## config.mk

```make
export PLATFORM = sky130hd
export DESIGN_NAME = frs_msg_queue_ctrl
export DESIGN_NICKNAME = d
export VERILOG_FILES = /design/src/rtl/frs_msg_queue_ctrl.sv
export SDC_FILE = /design/constraint.sdc
export NUM_CORES = 1
export LEC_CHECK = 0
export CAP_MARGIN = 20
export CORE_MARGIN = 2
export CORE_UTILIZATION = 60
export DETAILED_ROUTE_END_ITERATION = 16
export PLACE_DENSITY_LB_ADDON = 0.05
export SLEW_MARGIN = 20
export SYNTH_ARGS = -nofsm -noshare
export SYNTH_HDL_FRONTEND = slang
export SYNTH_SLANG_ARGS = --single-unit
```

## constraint.sdc

```tcl
create_clock -name clk -period 6.5 [get_ports clk]
set_input_delay 1.95 -clock clk [delete_from_list [all_inputs] [get_ports clk]]
set_output_delay 1.95 -clock clk [all_outputs]
set_load 0.01 [all_outputs]
```

## src/rtl/frs_msg_queue_ctrl.sv

```systemverilog
// -----------------------------------------------------------------------------
// frs_msg_queue_ctrl
// Multi-entry FRS (Function Readiness Status) message queue for a PCIe Root
// Port / RCEC. Received FRS messages (function ID + reason) are buffered in a
// circular buffer. The oldest entry is exposed through a 32-bit QUEUE register.
// A CTRL/STATUS register carries a sticky overflow flag, an interrupt enable
// and the empty/full status.
//
// Optional feature (macro FRS_QUEUE_WATERMARK_EN):
//   STATUS[27:16] is an RW occupancy watermark. STATUS[4] (wm_hit) is set when
//   wm != 0 and count >= wm. wm_hit also raises msg_irq.
//   Without the macro these bits read 0 and writes to them are ignored.
//
// Ports:
//   clk, rst_n          clock, asynchronous active-low reset
//   msg_valid           one received FRS message this cycle (no backpressure)
//   msg_fid, msg_reason function ID / reason code of the received message
//   csr_addr            0 = QUEUE reg, 1 = CTRL/STATUS reg
//   csr_wr_en/wdata     single-cycle CSR write strobe and data
//   csr_rdata           combinational read data selected by csr_addr
//   msg_popped          registered pulse: an entry was removed last cycle
//   msg_irq             registered level interrupt
//
// QUEUE reg  : [31:20] count, [19:16] reason, [15:0] fid. Writing bit0=1 pops.
// STATUS reg : bit0 ovf (RW1C), bit1 irq_en (RW), bit2 empty, bit3 full,
//              bit4 wm_hit and [27:16] wm when the watermark is built in.
// -----------------------------------------------------------------------------
module frs_msg_queue_ctrl #(
    parameter int DEPTH    = 16,
    parameter int FID_W    = 16,
    parameter int REASON_W = 4
) (
    input  logic                clk,
    input  logic                rst_n,
    input  logic                msg_valid,
    input  logic [FID_W-1:0]    msg_fid,
    input  logic [REASON_W-1:0] msg_reason,
    input  logic                csr_addr,
    input  logic                csr_wr_en,
    input  logic [31:0]         csr_wdata,
    output logic [31:0]         csr_rdata,
    output logic                msg_popped,
    output logic                msg_irq
);

    localparam int PTR_W = $clog2(DEPTH);
    localparam int CNT_W = $clog2(DEPTH) + 1;

    // Storage (contents are intentionally not reset).
    logic [FID_W-1:0]    fid_mem_r    [DEPTH];
    logic [REASON_W-1:0] reason_mem_r [DEPTH];

    logic [PTR_W-1:0] head_r;
    logic [PTR_W-1:0] tail_r;
    logic [CNT_W-1:0] count_r;
    logic             ovf_r;
    logic             irq_en_r;

    logic [PTR_W-1:0] head_nxt_s;
    logic [PTR_W-1:0] tail_nxt_s;
    logic [CNT_W-1:0] count_nxt_s;
    logic             ovf_nxt_s;
    logic             irq_en_nxt_s;

    logic             empty_s;
    logic             full_s;
    logic             q_wr_s;
    logic             st_wr_s;
    logic             pop_s;
    logic             push_s;
    logic             drop_s;
    logic             wm_hit_s;
    logic [31:0]      rdata_s;

    assign empty_s = (count_r == CNT_W'(0));
    assign full_s  = (count_r == CNT_W'(DEPTH));
    assign q_wr_s  = csr_wr_en & ~csr_addr;
    assign st_wr_s = csr_wr_en & csr_addr;

    // A pop on an empty queue is simply ignored.
    assign pop_s   = q_wr_s & csr_wdata[0] & ~empty_s;
    // A push into a full queue is still accepted when a pop frees a slot in
    // the same cycle; otherwise it is dropped and flagged as overflow.
    assign push_s  = msg_valid & (~full_s | pop_s);
    assign drop_s  = msg_valid & full_s & ~pop_s;

`ifdef FRS_QUEUE_WATERMARK_EN
    logic [11:0] wm_r;
    logic [11:0] wm_nxt_s;
    logic        unused_wdata_s;

    assign wm_hit_s       = (wm_r != 12'd0) && (12'(count_r) >= wm_r);
    assign unused_wdata_s = ^{csr_wdata[31:28], csr_wdata[15:2]};

    // Watermark register next-state.
    always_comb begin
        wm_nxt_s = wm_r;
        if (st_wr_s) begin
            wm_nxt_s = csr_wdata[27:16];
        end else begin
            wm_nxt_s = wm_r;
        end
    end

    // Watermark register.
    always_ff @(posedge clk or negedge rst_n) begin
        if (!rst_n) begin
            wm_r <= 12'd0;
        end else begin
            wm_r <= wm_nxt_s;
        end
    end
`else
    logic unused_wdata_s;

    assign wm_hit_s       = 1'b0;
    assign unused_wdata_s = ^csr_wdata[31:2];
`endif

    // Pointer, occupancy and control-flag next-state logic.
    always_comb begin
        head_nxt_s   = head_r;
        tail_nxt_s   = tail_r;
        count_nxt_s  = count_r;
        ovf_nxt_s    = ovf_r;
        irq_en_nxt_s = irq_en_r;

        if (pop_s) begin
            head_nxt_s = head_r + PTR_W'(1);
        end else begin
            head_nxt_s = head_r;
        end

        if (push_s) begin
            tail_nxt_s = tail_r + PTR_W'(1);
        end else begin
            tail_nxt_s = tail_r;
        end

        case ({push_s, pop_s})
            2'b10:   count_nxt_s = count_r + CNT_W'(1);
            2'b01:   count_nxt_s = count_r - CNT_W'(1);
            default: count_nxt_s = count_r;
        endcase

        // A new overflow wins over a same-cycle RW1C clear.
        if (drop_s) begin
            ovf_nxt_s = 1'b1;
        end else if (st_wr_s && csr_wdata[0]) begin
            ovf_nxt_s = 1'b0;
        end else begin
            ovf_nxt_s = ovf_r;
        end

        if (st_wr_s) begin
            irq_en_nxt_s = csr_wdata[1];
        end else begin
            irq_en_nxt_s = irq_en_r;
        end
    end

    // Control state and registered outputs. msg_irq looks at the already
    // updated register state, so it trails a state change by one cycle.
    always_ff @(posedge clk or negedge rst_n) begin
        if (!rst_n) begin
            head_r     <= {PTR_W{1'b0}};
            tail_r     <= {PTR_W{1'b0}};
            count_r    <= {CNT_W{1'b0}};
            ovf_r      <= 1'b0;
            irq_en_r   <= 1'b0;
            msg_popped <= 1'b0;
            msg_irq    <= 1'b0;
        end else begin
            head_r     <= head_nxt_s;
            tail_r     <= tail_nxt_s;
            count_r    <= count_nxt_s;
            ovf_r      <= ovf_nxt_s;
            irq_en_r   <= irq_en_nxt_s;
            msg_popped <= pop_s;
            msg_irq    <= irq_en_r & (~empty_s | ovf_r | wm_hit_s);
        end
    end

    // Message storage write port.
    always_ff @(posedge clk) begin
        if (push_s) begin
            fid_mem_r[tail_r]    <= msg_fid;
            reason_mem_r[tail_r] <= msg_reason;
        end
    end

    // CSR read multiplexer; unused and narrower fields read as zero.
    always_comb begin
        rdata_s = 32'd0;
        if (!csr_addr) begin
            rdata_s[31:20] = 12'(count_r);
            if (!empty_s) begin
                rdata_s[16 +: REASON_W] = reason_mem_r[head_r];
                rdata_s[0 +: FID_W]     = fid_mem_r[head_r];
            end else begin
                rdata_s[19:0] = 20'd0;
            end
        end else begin
            rdata_s[0] = ovf_r;
            rdata_s[1] = irq_en_r;
            rdata_s[2] = empty_s;
            rdata_s[3] = full_s;
`ifdef FRS_QUEUE_WATERMARK_EN
            rdata_s[4]     = wm_hit_s;
            rdata_s[27:16] = wm_r;
`endif
        end
    end

    assign csr_rdata = rdata_s;

endmodule
```

* Word level (Yosys, flattened, before mapping)
Memory sizes are Yosys's and may differ from the RTL's.
Cells that the tools add are included.
** Storage, ports and cells
- Register bits after elaboration :: 17
- Memory bits (writable) :: 320
- Input bits :: 57
- Logic and storage cells :: 42
- Memories :: 2
** Memory list
- fid_mem_r :: depth 16, width 16, rd ports 1, clocked after memory_dff 0, write ports 1, RTL line 50 : logic [FID_W-1:0] fid_mem_r [DEPTH];
- reason_mem_r :: depth 16, width 4, rd ports 1, clocked after memory_dff 0, write ports 1, RTL line 51 : logic [REASON_W-1:0] reason_mem_r [DEPTH];
** Cells by class
- Add/sub/neg operators :: 4
- Equal/unequal tests :: 3
- Multiplexer cells :: 8
- Bitwise operators :: 14
- Reduce and logical (&&, ||, !) cells :: 4
** Operators with widths (count)
- $mux 21 :: 1
- $mux 20 :: 1
- $pmux 5 s2 :: 1
- $add 4x1->4 const B :: 2
- $and 1x1->1 :: 8
- $add 5x1->5 const B :: 1
- $eq 5x5->1 const B :: 1
- $logic_not 5->1 :: 1
- $sub 5x1->5 const B :: 1
- $mux 1 :: 4
- $mux 4 :: 1
- $not 1->1 :: 4
- $reduce_bool 2->1 :: 2
- $eq 2x1->1 const B :: 1
- $eq 2x2->1 const B :: 1
- $or 1x1->1 :: 2
- $logic_and 1x1->1 :: 1

* Longest topological paths before layout
Gate-level depths: netlist (run 1).
- Word-level depth :: 8
- Gate-level depth with buffers :: 12

* Worst setup path after synthesis (run 1)
Ideal clock, no wire load.
- Kind :: input-to-output
- From :: in csr_addr
- To :: out csr_rdata[11]
- Arrival :: 2754 ps
- Required time :: 4550 ps
- Slack :: 1796 ps
- Cell stages on the path :: 4
- Path through :: a21o_1 > buf_2 > buf_2 > nor3_1
** On the way
- Word-level cells in the longest chain between the ends :: 1
** RTL lines
- from (decl) :: RTL line 38 : input logic csr_addr,
- $mux 21 :: RTL line 195 : if (!csr_addr) begin
- to (decl) :: RTL line 41 : output logic [31:0] csr_rdata,
No other way between the ends.

* Worst setup path in the final report (run 1)
- From :: in csr_addr
- To :: out csr_rdata[1]
** On the way
- Word-level cells in the longest chain between the ends :: 1
** RTL lines (RTL line)
- $mux 4 :: 195
No other way between the ends.

==> impl_metrics.tcl, run 1 <==
set metrics [dict create \
    path_cells "clkdlybuf4s50_1 -> a21o_1 -> buf_4 -> a211oi_1 -> a221o_1 -> clkdlybuf4s50_1" \
    cts_tree "done" \
    seq_area_mm2 0.0100 \
    min_period_over_period 0.888 \
    finalWorstSetupSlack_ns 0.730 \
    detail-route-antenna-nets 0 \
    dieArea_mm2 0.0234 \
    final_area_mm2 0.0155 \
    diodes 0 \
    status "finished, final reports clean" \
    nets 797 \
    clock_skew_ns 0.0116 \
    placed_cell_area_mm2 0.0143 \
    antenna_found_initial 0 \
    die_x_um 153 \
    ys_warn_count 0 \
    wl_um 27500 \
    final_max_slew_viol_count 0 \
    seq_area_frac_synth 0.753 \
    setup_tns_ns 0 \
    place_congestion 0.755 \
    dr.pass1.iters 5 \
    crit_top_cell "clkdlybuf4s50_1" \
    synth_cells 652 \
    p_leak_nw 5.00 \
    syn_to_final_growth_pct 16.1 \
    die_y_um 153 \
    wl_per_cell_um 26.6 \
    critPathMaxFanout 20 \
    grt_overflow 0 \
    num_io_pins 91 \
    grt_pass1_wl_um 41600 \
    cts.hold.buffers_added 0 \
    cts_repair_resize_count 0 \
    multi_input_comb_area_mm2 0.00309 \
    postCtsSetupRepairBufs 0 \
    ys_async_sr_fraction 0.0504 \
    rows 54 \
    hold_violations 0 \
    fillers 1322 \
    critical_path.endpoint_type "output port" \
    cts_max_path_buffers 3 \
    final_common_cell "edfxtp_1" \
    final_cells 1035 \
    power.density_mw_per_mm2 432 \
    cp-start-kind "primary input" \
    dp_hpwl_um 15800 \
    critical-path-slowest-cell "clkdlybuf4s50_1" \
    layout-drive-gt1-share 0.241 \
    path_clk_slew_ns 0.07 \
    rsz0062_at_grt "no" \
    place_inst 974 \
    cts_sinks 337 \
    post-place-ws_ns 0.745 \
    synth_area_per_cell_um2 20.4 \
    drtIter0Drc 622 \
    fin_crit_ns 5.77 \
    tightest_slew_ns 1.10 \
    synthFlopType "edfxtp_1" \
    worstSkewPairLatency_ns 0.52 \
    crit_family "buffers and inverters" \
    grt_max_degree 50 \
    crit_buf_inv 3 \
    peakVddDrop_mv 0.289 \
    drc 0 \
    synthDistinctLibCells 47 \
    fmax_ghz 0.173 \
    synthesis.area_mm2 0.0133 \
    cp.required_ns 4.55 \
    total_power_mw 6.69 \
    grt_pass1_vias 6739 \
    setup_viol 0 \
    cts_buffers 35 \
    drv_cap 0 \
    numPortBuffers 53 \
    ctsHtreeMaxLevel 2 \
    synth-seq-cells 337 \
    start_util 0.611 \
    critPathKind "primary input to output port" \
    viasPerCell 6.35 \
    core_mm2 0.0218 \
    hp-class "register to register" \
    slowest_delay_ns 0.53 \
    num_vias 6569 \
    arrival_ns 3.82 \
    layout_common_cells "edfxtp_1, mux4_2, clkdlybuf4s50_1, clkbuf_16, buf_4" \
    synth_edf_count 320 \
    cts_root_buf "clkbuf_16" \
    slew_headroom 0.261 \
    grt_util_all_layers 0.243 \
]
[report_power, final]
part	switching [mW]	internal, mW	total [mW]	leakage (nW)
Combinational	0.842	0.894	1.74	1.33
Sequential	0.266	2.63	2.90	3.09
Clock	0.781	1.27	2.06	0.578
[logic make-up (layout without fill, tap and decap cells)]
| group | after synthesis | after routing | synth area share |
|---|---|---|---|
| AO/OA/AOI/OAI | 60 | 60 | 0.0317 |
| XOR/XNOR | 12 | 12 | 0.00788 |
| adder cells (fa/ha/maj) | 9 | 9 | 0.00845 |
| buffers and inverters | 53 | 150 | 0.0213 |
| flip-flops | 337 | 337 | 0.753 |
| multiplexers | 88 | 88 | 0.141 |
| other | 1 | 7 | 0.000281 |
| AND/OR/NAND/NOR | 92 | 92 | 0.0370 |
[cell type report]
class,instances,share of cell area
well taps,280,0.0226
clock inverters,18,0.0158
clock buffers,43,0.0613
multi-input cells,268,0.199
inverters,8,0.00194
repair buffers,81,0.0503
flip-flops and latches,337,0.649
[stage by stage]
stage               hold slack [ns]   util
detailed placement            0.537  0.655
floorplan                     0.487      -
global placement              0.522  0.655
CTS                           0.550  0.709
global route                  0.581  0.709
finish                        0.550  0.709
[flip-flops by register name (all words and copies together) (netlist names)]
name,cells
fid_mem_r,256
reason_mem_r,64
count_r,5
head_r,4
tail_r,4
irq_en_r,1
msg_irq,1
msg_popped,1
ovf_r,1
[cell usage after synthesis (all sizes together), types with 6 or more instances]
| cell | number | area share |
|---|---|---|
| inv | 8 | 0.0023 |
| o21ai | 7 | 0.0026 |
| edfxtp | 320 | 0.72 |
| xnor2 | 7 | 0.0046 |
| buf | 34 | 0.016 |
| mux4 | 78 | 0.13 |
| a211oi | 19 | 0.011 |
| nor2 | 18 | 0.0051 |
| ha | 9 | 0.0084 |
| dfrtp | 17 | 0.032 |
| nand2 | 13 | 0.0037 |
| o22ai | 16 | 0.0075 |
| nor3 | 20 | 0.0075 |
| clkbuf | 11 | 0.0031 |
| mux2 | 6 | 0.0051 |
| nor2b | 23 | 0.011 |
[per-layer routing]
layer  global-route usage  part of all wire  up-vias
met4               0.0719             0.019        0
li1                     -                 -     2826
met5                    0                 0        -
met3               0.0400             0.061       44
met1                0.343              0.41     3448
met2                0.399              0.51      251
[final timing paths]
path	startpoint	to	slack, ns	cells past startpoint
setup reg to reg	count_r[2]$_DFFE_PN0P_	count_r[4]$_DFFE_PN0P_	3.52	9
setup / recovery	csr_addr	csr_rdata[1]	0.73	6
hold reg to reg	irq_en_r$_DFFE_PN0P_	msg_irq$_DFF_PN0_	0.55	1
min in group asynchronous	rst_n	ovf_r$_DFFE_PN0P_	1.92	1
max in group asynchronous	rst_n	head_r[0]$_DFFE_PN0P_	3.97	1
hold / removal	irq_en_r$_DFFE_PN0P_	msg_irq$_DFF_PN0_	0.55	1
No activity file was read; power rests on OpenSTA's default activity.
==> run 2, diff against run 1 <==
Settings changed: CORE_ASPECT_RATIO set to 2.
==> run 2 against run 1 <==
  * Count of clock-buffer cells in the layout shrank 5
  * Sequential power grew 1%
  * Total power shrank 7.6%
  * Combinational power is essentially flat
  * Global-route usage grew 1.5 points
  * Sequential share of layout area grew 1.7 points
  * Flip-flop and latch count is the same
  * Utilization shrank 2.3 points
  * Die area grew 0.31%
  * Hold slack lost 0.0085 ns
  * Clock skew shrank 0.0036 ns
  * Wire length grew 5.1%
  * Largest power group unchanged
==> impl_metrics.tcl, run 2 (synthesis gave the netlist of run 1 again) <==
set metrics [dict create \
    status "finished, final reports clean" \
    place_congestion 0.767 \
    cts_tree "done" \
    start_util 0.607 \
    regMostFlops "fid_mem_r" \
    diodes 0 \
    grt_use_met3 0.0264 \
    layout-drive-gt1-share 0.220 \
    clock_skew_ns 0.00801 \
    num_io_pins 91 \
    core_mm2 0.0220 \
    largest_register_ffs 256 \
    reg_top3 "fid_mem_r: 256 flops, reason_mem_r: 64 flops, count_r: 5 flops" \
    grt_max_degree 62 \
    numPortBuffers 53 \
    cts_sinks 337 \
    hp-class "register to register" \
    grt_overflow 0 \
    clockPowerShare 0.246 \
    grt_pass1_wl_um 43000 \
    peakVddDrop_mv 0.465 \
    holdWs_ns 0.541 \
    grt_pass1_vias 6997 \
    cp.required_ns 4.55 \
    num_vias 6564 \
    ctsHtreeMaxLevel 1 \
    fmax_ghz 0.166 \
    layout_common_cells "edfxtp_1, mux4_2, clkdlybuf4s50_1, clkbuf_16, buf_4" \
    worstSkewPairLatency_ns 0.54 \
    slew_headroom 0.362 \
    wl_um 28900 \
    wl_per_cell_um 28.3 \
    tightest_slew_ns 0.952 \
    final_common_cell "edfxtp_1" \
    rsz0062_at_grt "no" \
    p_leak_nw 4.81 \
    busiest_layer "met2" \
    p_comb_frac 0.279 \
    postCtsSetupRepairBufs 0 \
    viasPerCell 6.43 \
    drv_cap 0 \
    min_period_over_period 0.928 \
    setup_viol 0 \
    cts_buffers 28 \
    grt_use_met1 0.328 \
    dp_hpwl_um 17500 \
    rows 77 \
    sw_frac_of_total 0.300 \
    fin_crit_ns 6.03 \
    dr.pass1.iters 4 \
    syn_to_final_growth_pct 13.1 \
    reg2reg_slack_ns 3.32 \
    die_y_um 215 \
    antenna_found_initial 0 \
    critPathMaxFanout 10 \
    path_clk_slew_ns 0.07 \
    hold_violations 0 \
    final_cells 1021 \
    switchingPower_mw 1.85 \
    power_frac_seq 0.475 \
    drtIter0Drc 487 \
    nets 791 \
    dieArea_mm2 0.0235 \
    power.density_mw_per_mm2 410 \
    grt_util_all_layers 0.258 \
    critPathKind "primary input to output port" \
    cts_repair_resize_count 0 \
    critical_path.endpoint_type "output port" \
    cts_root_buf "clkbuf_16" \
    detail-route-antenna-nets 0 \
    cp-start-kind "primary input" \
    drc 0 \
    setup_tns_ns 0 \
    final_max_slew_viol_count 0 \
    cts_max_path_buffers 3 \
    place_inst 971 \
    grt_use_met2 0.453 \
    cts.hold.buffers_added 0 \
    arrival_ns 4.08 \
    die_x_um 109 \
    p_int_mw 4.33 \
]
run 2: metal layers:
metal	vias up	wire [µm]
met5	-	0
met4	0	1080
met3	62	1360
met2	231	15900
met1	3472	10600
li1	2799	-
run 2: power groups by stage:
stage / sequential [mW] / combinational, mW / clock (mW)
after floorplan: 2.73 / 1.34 / 0
final: 2.94 / 1.72 / 1.52
after global routing: 2.97 / 1.84 / 1.62
after detailed placement: 2.99 / 1.74 / 0
after global placement: 2.97 / 1.71 / 0
after CTS: 2.94 / 1.75 / 1.54
run 2: layout make-up:
| type | instances | area [µm²] |
|---|---|---|
| clock inverter | 12 | 51.3 |
| clock buffer | 38 | 759 |
| fill | 1450 | 6890 |
| multi-input combinational | 268 | 3090 |
| tap | 276 | 345 |
| sequential | 337 | 10000 |
| inverter | 8 | 30.0 |
| timing repair buffer | 82 | 761 |
run 2: worst max-delay path, cell delays in order:
cell	delay, ns
clkdlybuf4s50_1	0.43
a21o_1	0.39
a2111oi_0	0.53
a221o_1	0.22
clkdlybuf4s50_1	0.56
run 2: path summary, 6_finish.rpt:
check	start	endpoint	cells after the start
min in group asynchronous	rst_n	msg_popped$_DFF_PN0_	1
max in group asynchronous	rst_n	head_r[2]$_DFFE_PN0P_	1
worst max register to register	count_r[2]$_DFFE_PN0P_	count_r[4]$_DFFE_PN0P_	9
worst max-delay path	csr_addr	csr_rdata[1]	5
worst min register to register	irq_en_r$_DFFE_PN0P_	msg_irq$_DFF_PN0_	1
worst min-delay path	irq_en_r$_DFFE_PN0P_	msg_irq$_DFF_PN0_	1
run 2: metrics by stage:
| stage | setup WS [ns] | power (mW) | util | instance area, µm² |
|---|---|---|---|---|
| final | 0.469 | 6.18 | 0.686 | 15100 |
| after global routing | 0.393 | 6.44 | 0.686 | 15100 |
| after CTS | 0.448 | 6.24 | 0.686 | 15100 |
| after detailed placement | 0.446 | 4.73 | 0.649 | 14300 |
| after global placement | 0.476 | 4.68 | 0.649 | 14300 |
| after floorplan | 1.80 | 4.07 | - | 13400 |
